==> config.mk <==
export PLATFORM = sky130hd
export DESIGN_NAME = btn_debounce_in
export DESIGN_NICKNAME = d
export VERILOG_FILES = /design/src/rtl/btn_pkg.sv /design/src/rtl/btn_sync.sv /design/src/rtl/btn_debounce_in.sv
export SDC_FILE = /design/constraint.sdc
export NUM_CORES = 1
export LEC_CHECK = 0
export CORE_MARGIN = 2
export CORE_UTILIZATION = 45
export CTS_CLUSTER_SIZE = 10
export DETAILED_ROUTE_END_ITERATION = 6
export PLACE_DENSITY = 0.75
export SYNTH_ARGS = -nofsm -noshare
export SYNTH_HDL_FRONTEND = slang
export SYNTH_HIERARCHICAL = 1
export SYNTH_SLANG_ARGS = --single-unit
==> constraint.sdc <==
create_clock -name clk_i -period 1.3 [get_ports clk_i]
set_input_delay 0.26 -clock clk_i [delete_from_list [all_inputs] [get_ports clk_i]]
set_output_delay 0.26 -clock clk_i [all_outputs]
set_load 0.01 [all_outputs]
==> src/rtl/btn_pkg.sv <==
// Shared types for the button debounce input cell.
package btn_pkg;

    // Debounce FSM states: two stable levels, each with a qualifying state toward the other.
    typedef enum logic [1:0] {
        STABLE_LO,
        CHECK_HI,
        STABLE_HI,
        CHECK_LO
    } btn_state_e;

    // Width needed to hold a count of 0..n inclusive.
    function automatic int unsigned count_width(input int unsigned n);
        return (n < 1) ? 1 : $clog2(n + 1);
    endfunction

endpackage

==> src/rtl/btn_sync.sv <==
// Multi-stage flip-flop synchroniser for an asynchronous pin; resets to a chosen idle level.
module btn_sync #(
    parameter int unsigned SYNC_STAGES = 2,
    parameter logic        RESET_VAL   = 1'b0
) (
    input  logic clk_i,
    input  logic rst_i,
    input  logic d_i,
    output logic q_o
);

    logic [SYNC_STAGES-1:0] chain;

    // Shift the raw pin through the chain every cycle; reset fills it with the idle level.
    always_ff @(posedge clk_i or posedge rst_i) begin
        if (rst_i) begin
            chain <= {SYNC_STAGES{RESET_VAL}};
        end else begin
            chain <= {chain[SYNC_STAGES-2:0], d_i};
        end
    end

    assign q_o = chain[SYNC_STAGES-1];

endmodule

==> src/rtl/btn_debounce_in.sv <==
// Button input cell: synchronise, debounce, and report level, edge pulses and a press count.
module btn_debounce_in
    import btn_pkg::*;
#(
    parameter int unsigned SYNC_STAGES     = 2,
    parameter int unsigned DEBOUNCE_CYCLES = 10,
    parameter bit          ACTIVE_LOW      = 1'b1,
    parameter int unsigned CNT_WIDTH       = 4
) (
    input  logic                 clk_i,
    input  logic                 rst_i,
    input  logic                 dis_i,
    input  logic                 btn_i,
    input  logic                 clr_cnt_i,
    output logic                 level_o,
    output logic                 press_o,
    output logic                 release_o,
    output logic [CNT_WIDTH-1:0] press_cnt_o
);

    localparam int unsigned    DW       = count_width(DEBOUNCE_CYCLES);
    localparam logic [DW-1:0]  TERM_CNT = DW'(DEBOUNCE_CYCLES);
    localparam logic [DW-1:0]  ONE_CNT  = DW'(1);
    localparam logic           IDLE_PIN = ACTIVE_LOW ? 1'b1 : 1'b0;

    logic           sync_q;
    logic           s;
    btn_state_e     state_q, state_d;
    logic [DW-1:0]  cnt_q, cnt_d;
    logic           level_q, level_d;
    logic           press_q, press_d;
    logic           release_q, release_d;
    logic [CNT_WIDTH-1:0] press_cnt_q;

    btn_sync #(
        .SYNC_STAGES (SYNC_STAGES),
        .RESET_VAL   (IDLE_PIN)
    ) u_sync (
        .clk_i (clk_i),
        .rst_i (rst_i),
        .d_i   (btn_i),
        .q_o   (sync_q)
    );

    // Normalise the synchronised pin so that 1 always means pressed.
    assign s = sync_q ^ ACTIVE_LOW;

    // FSM, debounce counter, level and pulse registers.
    always_ff @(posedge clk_i or posedge rst_i) begin
        if (rst_i) begin
            state_q   <= STABLE_LO;
            cnt_q     <= '0;
            level_q   <= 1'b0;
            press_q   <= 1'b0;
            release_q <= 1'b0;
        end else begin
            state_q   <= state_d;
            cnt_q     <= cnt_d;
            level_q   <= level_d;
            press_q   <= press_d;
            release_q <= release_d;
        end
    end

    // Next-state logic; with dis_i high everything holds and no pulse is generated.
    always_comb begin
        state_d   = state_q;
        cnt_d     = cnt_q;
        level_d   = level_q;
        press_d   = 1'b0;
        release_d = 1'b0;
        if (!dis_i) begin
            unique case (state_q)
                STABLE_LO: begin
                    if (s) begin
                        state_d = CHECK_HI;
                        cnt_d   = ONE_CNT;
                    end
                end
                CHECK_HI: begin
                    if (!s) begin
                        state_d = STABLE_LO;
                        cnt_d   = '0;
                    end else if (cnt_q == TERM_CNT) begin
                        state_d = STABLE_HI;
                        cnt_d   = '0;
                        level_d = 1'b1;
                        press_d = 1'b1;
                    end else begin
                        cnt_d = cnt_q + ONE_CNT;
                    end
                end
                STABLE_HI: begin
                    if (!s) begin
                        state_d = CHECK_LO;
                        cnt_d   = ONE_CNT;
                    end
                end
                CHECK_LO: begin
                    if (s) begin
                        state_d = STABLE_HI;
                        cnt_d   = '0;
                    end else if (cnt_q == TERM_CNT) begin
                        state_d   = STABLE_LO;
                        cnt_d     = '0;
                        level_d   = 1'b0;
                        release_d = 1'b1;
                    end else begin
                        cnt_d = cnt_q + ONE_CNT;
                    end
                end
                default: begin
                    state_d = STABLE_LO;
                    cnt_d   = '0;
                    level_d = 1'b0;
                end
            endcase
        end
    end

    // Saturating press counter; clear has priority and works even while frozen.
    always_ff @(posedge clk_i or posedge rst_i) begin
        if (rst_i) begin
            press_cnt_q <= '0;
        end else if (clr_cnt_i) begin
            press_cnt_q <= '0;
        end else if (press_o && (press_cnt_q != '1)) begin
            press_cnt_q <= press_cnt_q + CNT_WIDTH'(1);
        end
    end

    // Freeze masks a pending pulse in the same cycle, so the counter never sees it either.
    assign level_o     = level_q;
    assign press_o     = press_q & ~dis_i;
    assign release_o   = release_q & ~dis_i;
    assign press_cnt_o = press_cnt_q;

endmodule

==> summary.md, run 1 <==
| Metric | Value |
|---|---|
| Clock slew at reported path FFs | 0.09 ns |
| Total CTS buffers | 3 |
| Failing checks | setup timing |
| Post-synthesis mux area share | 0.0403 |
| Worst reg2reg path startpoint | cnt_q[0]$_DFFE_PP0P_ |
| GP Congestion | 0.804 |
| Post-synthesis register bit count | 15 |
| Mapped Nets | 78 |
| Synth area leaders | dfrtp_1 (44%), dfstp_2 (7.0%), ha_1 (5.0%), mux2i_1 (4.0%), inv_1 (4.0%) |
| PortBufs | 11 |
| Largest net degree at the start of global routing | 14 |
| Switching share of power | 0.254 |
| Critical path's top delay family | simple AND/OR/NAND/NOR gates |
| Via Count | 647 |
| Layout Nets | 109 |
| Final core area utilization | 0.696 |
| Critical path's largest stage delay | 0.39 ns |
| Synth Area per Inst | 10.7 um^2 |
| Pwr per Cell Area | 932 nW/um^2 |
| Register area share after synthesis | 0.507 |
| Slew headroom | 0.804 |
| Worst skew pair latency | 0.27 ns |
| RSZ-0062 raised after global routing | true |
| Max Clock Freq | 0.742 GHz |
| Mapped Cells | 70 |
| Dpl hpwl | 1160 um |
| Most common cell in the netlist | dfrtp_1 |
| Ys Warns | 6 |
| Worst Hold Class | in2async |
| Crit path cell chain | inv_2 > ha_4 > nand3b_4 > or3_4 > o311ai_4 |
| Reg power frac | 0.526 |
| MaxCap Viol Count | 0 |
| Arrival time worst endpoint | 1.53 ns |
| Largest family of logic cells by synthesized area | compound AO/OA/AOI/OAI gates |
| Post-synthesis xor/xnor area fraction | 0.0117 |
| CTS max path bufs | 2 |
| Hold WS | 0.297 ns |
| Initial antenna violation count | 0 |
| Worst VDD drop | 0.000733 V |
| Clock sink count | 15 |
| Synth top area share | 0.436 |
| Total Power | 989 uW |
| FP Rows | 14 |
| Simple-Gate Fraction of Synth Area | 0.163 |
| CTS tree | yes |
| CP endpoint kind | flop |
| Switching power | 251 uW |
| WL/cell | 13.6 um |
| FF-to-FF setup slack | -0.05 ns |
| Depth of the most critical reg-to-reg path | 5 |
| H-tree depth | 1 |
| Final Cycle Share | 1.04 |
| Vias per inst | 5.58 |
| Area delta synth->final | 42.3% |
| Type of origin of the critical path | flop |
| # hold bufs at CTS | 0 |
| P_int | 738 uW |
| Clock power share | 0.254 |
| Status | finished with violations |
| Die area | 2000 um^2 |
| Layout fillers | 112 |
| WL final | 1570 um |
| N_diodes | 0 |
| Critical path class | reg2reg |
| DRT iter0 DRCs | 17 |
| Comb power frac | 0.220 |
| Drt first pass iters | 4 |
| Clock Skews | 0.00538 ns |
| Leakage | 0.523 nW |
| Area share of fa/ha/maj cells after synthesis | 0.0503 |
| PnR worst setup slack | -0.0477 ns |
| # setup viols final | 3 |
| Critical path buffer and inverter count | 1 |
| Synth cell types | 27 |
| Post-synth top cells | dfrtp_1 (13), inv_1 (8), a21oi_1 (5) |
| Post-route ant nets | 0 |
| Post-synthesis compound-gate area fraction | 0.178 |
| Mapped Area | 746 um^2 |
| Crit path time final | 1.35 ns |
| Die Wd | 44.7 um |
| Area of the core | 1520 um^2 |
| Slew Viols, Final | 0 |
| Gr ovfl total | 0 |
| GRT Overall Usage | 0.183 |
| Vias in the first global route | 630 |
| Yosys top cell by area | dfrtp_1 |
| CP max-delay cell | dfrtp_1 |
| Chip height | 44.7 um |
| I/O pins | 12 |
| CP Max Fanout | 3 |
| Share of cells above drive strength 1 | 0.330 |
| Critical Path RT | 1.48 ns |
| Top_reg_cell synth | dfrtp_1 |
| DRC | 0 |
| R2r endpoint | level_o$_DFFE_PP0P_ |
| Clk Tree Root Cell | clkbuf_4 |
| Worst-Margin Slew | 0.292 ns |
| Post-synth EDFFs | 0 |
| Starting Density | 0.489 |
| First-pass GRT wire length | 2620 um |
| Hold Vio Cnt, Final | 0 |
| Synth async-reset ratio | 1.00 |
metal layers:
layer  up-vias  share of wire  GRT usage
li1        315              -          -
met1       318           0.45      0.233
met2        12           0.50      0.304
met3         2          0.036     0.0240
met4         0          0.013     0.0909
met5         -              0          0
registers in the layout (all words and copies together) (netlist names), named ones only:
name          flops
cnt_q             4
release_q         1
state_q           1
u_sync/chain      2
press_q           1
level_o           1
press_cnt_o       4
how the worst max path moves through the flow:
stage | startpoint | end | slack (ns) | depth (start not counted)
after floorplan | cnt_q[0]$_DFFE_PP0P_ | level_o$_DFFE_PP0P_ | -0.05 | 5
after global placement | dis_i | press_o | -0.41 | 4
after detailed placement | dis_i | press_o | -0.43 | 4
after CTS | cnt_q[0]$_DFFE_PP0P_ | level_o$_DFFE_PP0P_ | -0.06 | 5
after global routing | cnt_q[0]$_DFFE_PP0P_ | level_o$_DFFE_PP0P_ | -0.11 | 5
final | cnt_q[0]$_DFFE_PP0P_ | level_o$_DFFE_PP0P_ | -0.05 | 5
layout by cell type, fill, tap and decap left out:
| master | count |
|---|---|
| a21oi_1 | 4 |
| a21oi_2 | 1 |
| and3_4 | 1 |
| buf_4 | 15 |
| buf_6 | 1 |
| clkbuf_1 | 1 |
| clkbuf_2 | 1 |
| clkbuf_4 | 3 |
| clkdlybuf4s15_1 | 1 |
| clkdlybuf4s50_1 | 3 |
| dfrtp_1 | 13 |
| dfstp_2 | 2 |
| dlygate4sd2_1 | 6 |
| ha_1 | 1 |
| ha_2 | 1 |
| ha_4 | 1 |
| inv_1 | 7 |
| inv_2 | 2 |
| mux2i_1 | 3 |
| nand2_1 | 2 |
| nand2b_1 | 1 |
| nand3_1 | 3 |
| nand3b_1 | 2 |
| nand3b_4 | 1 |
| nor2_1 | 3 |
| nor2b_1 | 1 |
| nor3_1 | 2 |
| o21ai_0 | 1 |
| o21ai_1 | 5 |
| o2bb2ai_1 | 3 |
| o311ai_1 | 1 |
| o311ai_4 | 2 |
| o41ai_1 | 2 |
| or2_2 | 1 |
| or3_1 | 1 |
| or3_4 | 1 |
| xnor2_1 | 1 |
stage by stage:
stage / cells / area, um^2 / TNS, ns / setup WS, ns
floorplan: 70 / 766 / -0.0473 / -0.0473
global placement: 109 / 990 / -2.36 / -0.413
detailed placement: 109 / 990 / -2.76 / -0.432
CTS: 116 / 1030 / -0.0649 / -0.0640
global route: 116 / 1060 / -0.310 / -0.112
finish: 116 / 1060 / -0.0803 / -0.0477
area by class of cell:
cell class | instances | area [um^2] | share of cell area
flip-flops and latches | 15 | 378 | 0.356
repair buffers | 27 | 221 | 0.209
well taps | 16 | 20.0 | 0.0189
inverters | 9 | 33.8 | 0.0318
multi-input cells | 45 | 382 | 0.360
clock buffers | 4 | 26.3 | 0.0248
tightest hold or removal path, stage by stage:
cell	delay (ns)
clkdlybuf4s50_1	0.41
inv_1	0.06
buf_4	0.20
power by group through the flow:
| stage | registers (mW) | logic [mW] | clock network (mW) |
|---|---|---|---|
| 3_5_place_dp | 0.529 | 0.207 | 0 |
| 5_1_grt | 0.524 | 0.242 | 0.279 |
| 4_1_cts | 0.520 | 0.217 | 0.267 |
| 6_report | 0.521 | 0.217 | 0.251 |
| 3_3_place_gp | 0.528 | 0.200 | 0 |
| 2_1_floorplan | 0.537 | 0.101 | 0 |
logic make-up after synthesis:
group                    Yosys count
buffers and inverters             10
AO/OA/AOI/OAI                     19
adder cells (fa/ha/maj)            3
AND/OR/NAND/NOR                   19
flip-flops                        15
XOR/XNOR                           1
multiplexers                       3
timing repair:
action                                 in CTS  in global routing
setup endpoints to repair                  12                  8
setup buffers                               3                  0
endpoints found under the hold margin       0                  0
pin swaps                                   1                  1
gates resized for setup                    10                  9
(Power assumes the default switching activity.)
==> run 2: changes to the inputs <==
ABC_CLOCK_PERIOD_IN_PS = 1300   (was default)
==> results of run 2 <==
The final DEF is identical to that of run 1; final timing and power are the same.
==> run 3: changes to the inputs <==
ABC_AREA = 1   (was default)
CORE_UTILIZATION = 46   (was 45)
PLACE_DENSITY = 0.76   (was 0.75)
SLEW_MARGIN = 0   (was default)
==> run 3 against run 2 <==
  * First-iteration DRC count shrank 47%
  * Register-to-register slack improved by 0.09 ns
  * The flow now finishes without violations
  * Routed wire length is 4.7% higher
  * Largest power group unchanged
  * Critical endpoint is now cnt_q[1]$_DFFE_PP0P_
  * Highest routed layer unchanged
  * Synthesized cell count is 40% higher
==> summary.md, run 3 <==
| Metric | Value |
|---|---|
| Status | complete, no violations |
| Synth Area per Inst | 7.93 um^2 (-26%) |
| Leading cell type in the layout, fill and taps excluded | nand2_1 |
| Synth async-reset ratio | 1.00 (unchanged) |
| Critical path endpoint | cnt_q[1]$_DFFE_PP0P_ |
| Mapped Nets | 106 (+36%) |
| R2r endpoint | cnt_q[1]$_DFFE_PP0P_ |
| Most frequent cells in the layout | nand2_1 (23), inv_1 (16), dfrtp_1 (13) |
| FF-to-FF setup slack | 0.05 ns (+0.09 ns) |
| # hold bufs at CTS | 0 (unchanged) |
| Yosys top cell by area | dfrtp_1 |
| Vias per inst | 5.05 (-9.4%) |
| Post-synth top cells | nand2_1 (26), inv_1 (17), dfrtp_1 (13) |
| Post-route ant nets | 0 (unchanged) |
| Placement Cell Area | 957 um^2 (-3.3%) |
| N_diodes | 0 (unchanged) |
| Hold Vio Cnt, Final | 0 (unchanged) |
| Synth top area share | 0.419 (-0.0176) |
| PortBufs | 11 (unchanged) |
| P_int | 833 uW (+13%) |
| Worst-Margin Slew | 0.245 ns (-0.0472 ns) |
| Area delta synth->final | 38.6% |
| CP endpoint kind | flop |
| Share of cells above drive strength 1 | 0.287 (-0.0431) |
| Most common cell in the netlist | nand2_1 |
| Type of origin of the critical path | flop |
| Leakage | 0.558 nW (+6.7%) |
| Post-synth EDFFs | 0 (unchanged) |
| MaxCap Viol Count | 0 (unchanged) |
| DRC | 0 (unchanged) |
| Via Count | 697 (+7.7%) |
| Reg power frac | 0.475 (-0.051) |
| Clk Tree Root Cell | clkbuf_4 |
| Switching power | 520 uW (+110%) |
| Clock Skews | 0.00246 ns (-0.00292 ns) |
| Ys Warns | 6 (unchanged) |
| # setup viols final | 0 (-3) |
| Drt first pass iters | 4 (unchanged) |
| Die area | 2030 um^2 (+1.8%) |
| Clock slew at reported path FFs | 0.09 ns (about the same) |
| Comb power frac | 0.321 (+0.101) |
| Largest net degree at the start of global routing | 11 (-3) |
| Pwr per Cell Area | 1260 nW/um^2 (+35%) |
| GP Congestion | 0.818 (+1.7%) |
| WL/cell | 11.9 um (-12%) |
| Area of the core | 1540 um^2 (+1.1%) |
| Critical Path Source | u_sync/chain[1]$_DFF_PP1_ |
| Fin area | 1080 um^2 (+1.5%) |
| Crit path time final | 1.25 ns (-0.0935 ns) |
| Depth of the most critical reg-to-reg path | 7 (+2) |
| Switching share of power | 0.384 (+0.130) |
| CTS max path bufs | 2 (unchanged) |
| Synth area leaders | dfrtp_1 (42%), nand2_1 (13%), inv_1 (8.2%), dfstp_2 (6.8%), nor2_1 (5.8%) |
| First-pass GRT wire length | 2750 um (+5.0%) |
| Chip height | 45.1 um (+0.87%) |
| Synth cell types | 17 (-37%) |
| Layout Nets | 131 (+20%) |
| Clock power share | 0.205 (-0.049) |
| Slew headroom | 0.837 (+0.0329) |
| Critical Path RT | 1.49 ns (about the same) |
| Dpl hpwl | 1100 um (-5.2%) |
| I/O pins | 12 (unchanged) |
| Arrival time worst endpoint | 1.44 ns (-0.09 ns) |
| Die Wd | 45.1 um (+0.87%) |
| Mapped Cells | 98 (+40%) |
| Vias in the first global route | 658 (+4.4%) |
| CP Max Fanout | 5 (+2) |
| GRT Overall Usage | 0.192 (+0.00936) |
| Final Cycle Share | 0.965 (-0.0719) |
| Total CTS buffers | 3 (unchanged) |
| DRT iter0 DRCs | 9 (-8) |
| Critical path class | reg2reg |
| Total Power | 1.35 mW (+37%) |
| Slew Viols, Final | 0 (unchanged) |
| Final core area utilization | 0.699 (+0.00264) |
| Cell Count Post-Placement | 130 (+19%) |
| Worst reg2reg path startpoint | u_sync/chain[1]$_DFF_PP1_ |
| FP Rows | 14 (unchanged) |
| Initial antenna violation count | 0 (unchanged) |
| Clock sink count | 15 (unchanged) |
| Gr ovfl total | 0 (unchanged) |
| Worst Hold Class | in2async |
| Max Clock Freq | 0.797 GHz (+7.5%) |
| Worst VDD drop | 0.000918 V (+25%) |
| H-tree depth | 1 (unchanged) |
| Register area share after synthesis | 0.486 (-0.0204) |
| Worst skew pair latency | 0.29 ns (+0.02 ns) |
| Mapped Area | 777 um^2 (+4.2%) |
| Starting Density | 0.504 (+0.0147) |
| CTS tree | yes |
| Top_reg_cell synth | dfrtp_1 |
| Post-synthesis register bit count | 15 (unchanged) |
| WL final | 1650 um (+4.7%) |
| Final Non-Filler Cells | 138 (+19%) |
-- run 3: cell families after synthesis --
| family | count (synthesis) | synth area share |
|---|---|---|
| AOI/OAI and AO/OA | 9 | 0.0628 |
| xor gates and xnor gates | 2 | 0.0225 |
| adders and majority gates | 3 | 0.0483 |
| buffers and inverters | 17 | 0.0821 |
| DFF | 15 | 0.486 |
| and+or+nand+nor | 52 | 0.298 |
-- run 3: layout make-up --
class	instances	area [um^2]
Clock buffer	3	22.5
Multi-Input combinational cell	66	415
Tap cell	16	20.0
Timing Repair Buffer	20	173
Clock inverter	1	5.00
Inverter	17	63.8
Fill cell	117	464
Sequential cell	15	378
-- run 3: stage by stage --
| stage | worst slack (ns) | hold slack [ns] | setup TNS (ns) |
|---|---|---|---|
| 3_5_place_dp | -0.410 | 0.349 | -3.17 |
| 6_report | 0.0458 | 0.195 | 0 |
| 4_1_cts | -0.0275 | 0.201 | -0.0413 |
| 3_3_place_gp | -0.389 | 0.348 | -2.94 |
| 5_1_grt | -0.0163 | 0.226 | -0.0312 |
| 2_1_floorplan | 0.109 | 0.137 | 0 |
-- run 3: power by group through the flow --
stage,clock (mW),combinational (mW),sequential (mW)
2_1_floorplan,0,0.261,0.607
3_3_place_gp,0,0.335,0.627
3_5_place_dp,0,0.344,0.632
4_1_cts,0.278,0.346,0.622
5_1_grt,0.301,0.494,0.651
6_report,0.277,0.434,0.642
-- run 3: routing by layer --
layer,GRT usage,vias to the layer above,share of wire
met2,0.291,12,0.49
met3,0.0520,6,0.028
met1,0.242,332,0.45
li1,-,347,-
met4,0.118,0,0.025
met5,0,-,0
-- run 3: critical path: stages, from the launching register on --
cell and delay [ns]:
dfstp_2 0.58, inv_1 0.09, nand2_1 0.07, nand2_1 0.06
nor2_2 0.15, nor2_2 0.09, nand2_1 0.08, o21ai_2 0.05
-- run 3: worst min path at each step --
stage | endpoint | cells past startpoint | from | slack, ns
3_5_place_dp | u_sync/chain[1]$_DFF_PP1_ | 0 | u_sync/chain[0]$_DFF_PP1_ | 0.35
6_report | asynchronous set/reset pin | 2 | rst_i | 0.19
2_1_floorplan | asynchronous set/reset pin | 1 | rst_i | 0.14
3_3_place_gp | u_sync/chain[1]$_DFF_PP1_ | 0 | u_sync/chain[0]$_DFF_PP1_ | 0.35
5_1_grt | asynchronous set/reset pin | 2 | rst_i | 0.23
4_1_cts | asynchronous set/reset pin | 2 | rst_i | 0.20
-- run 3: what timing repair did --
action	CTS	global route
pin swaps	0	2
gates resized for setup	11	22
buffers inserted	3	1
endpoints found under the setup margin	7	12
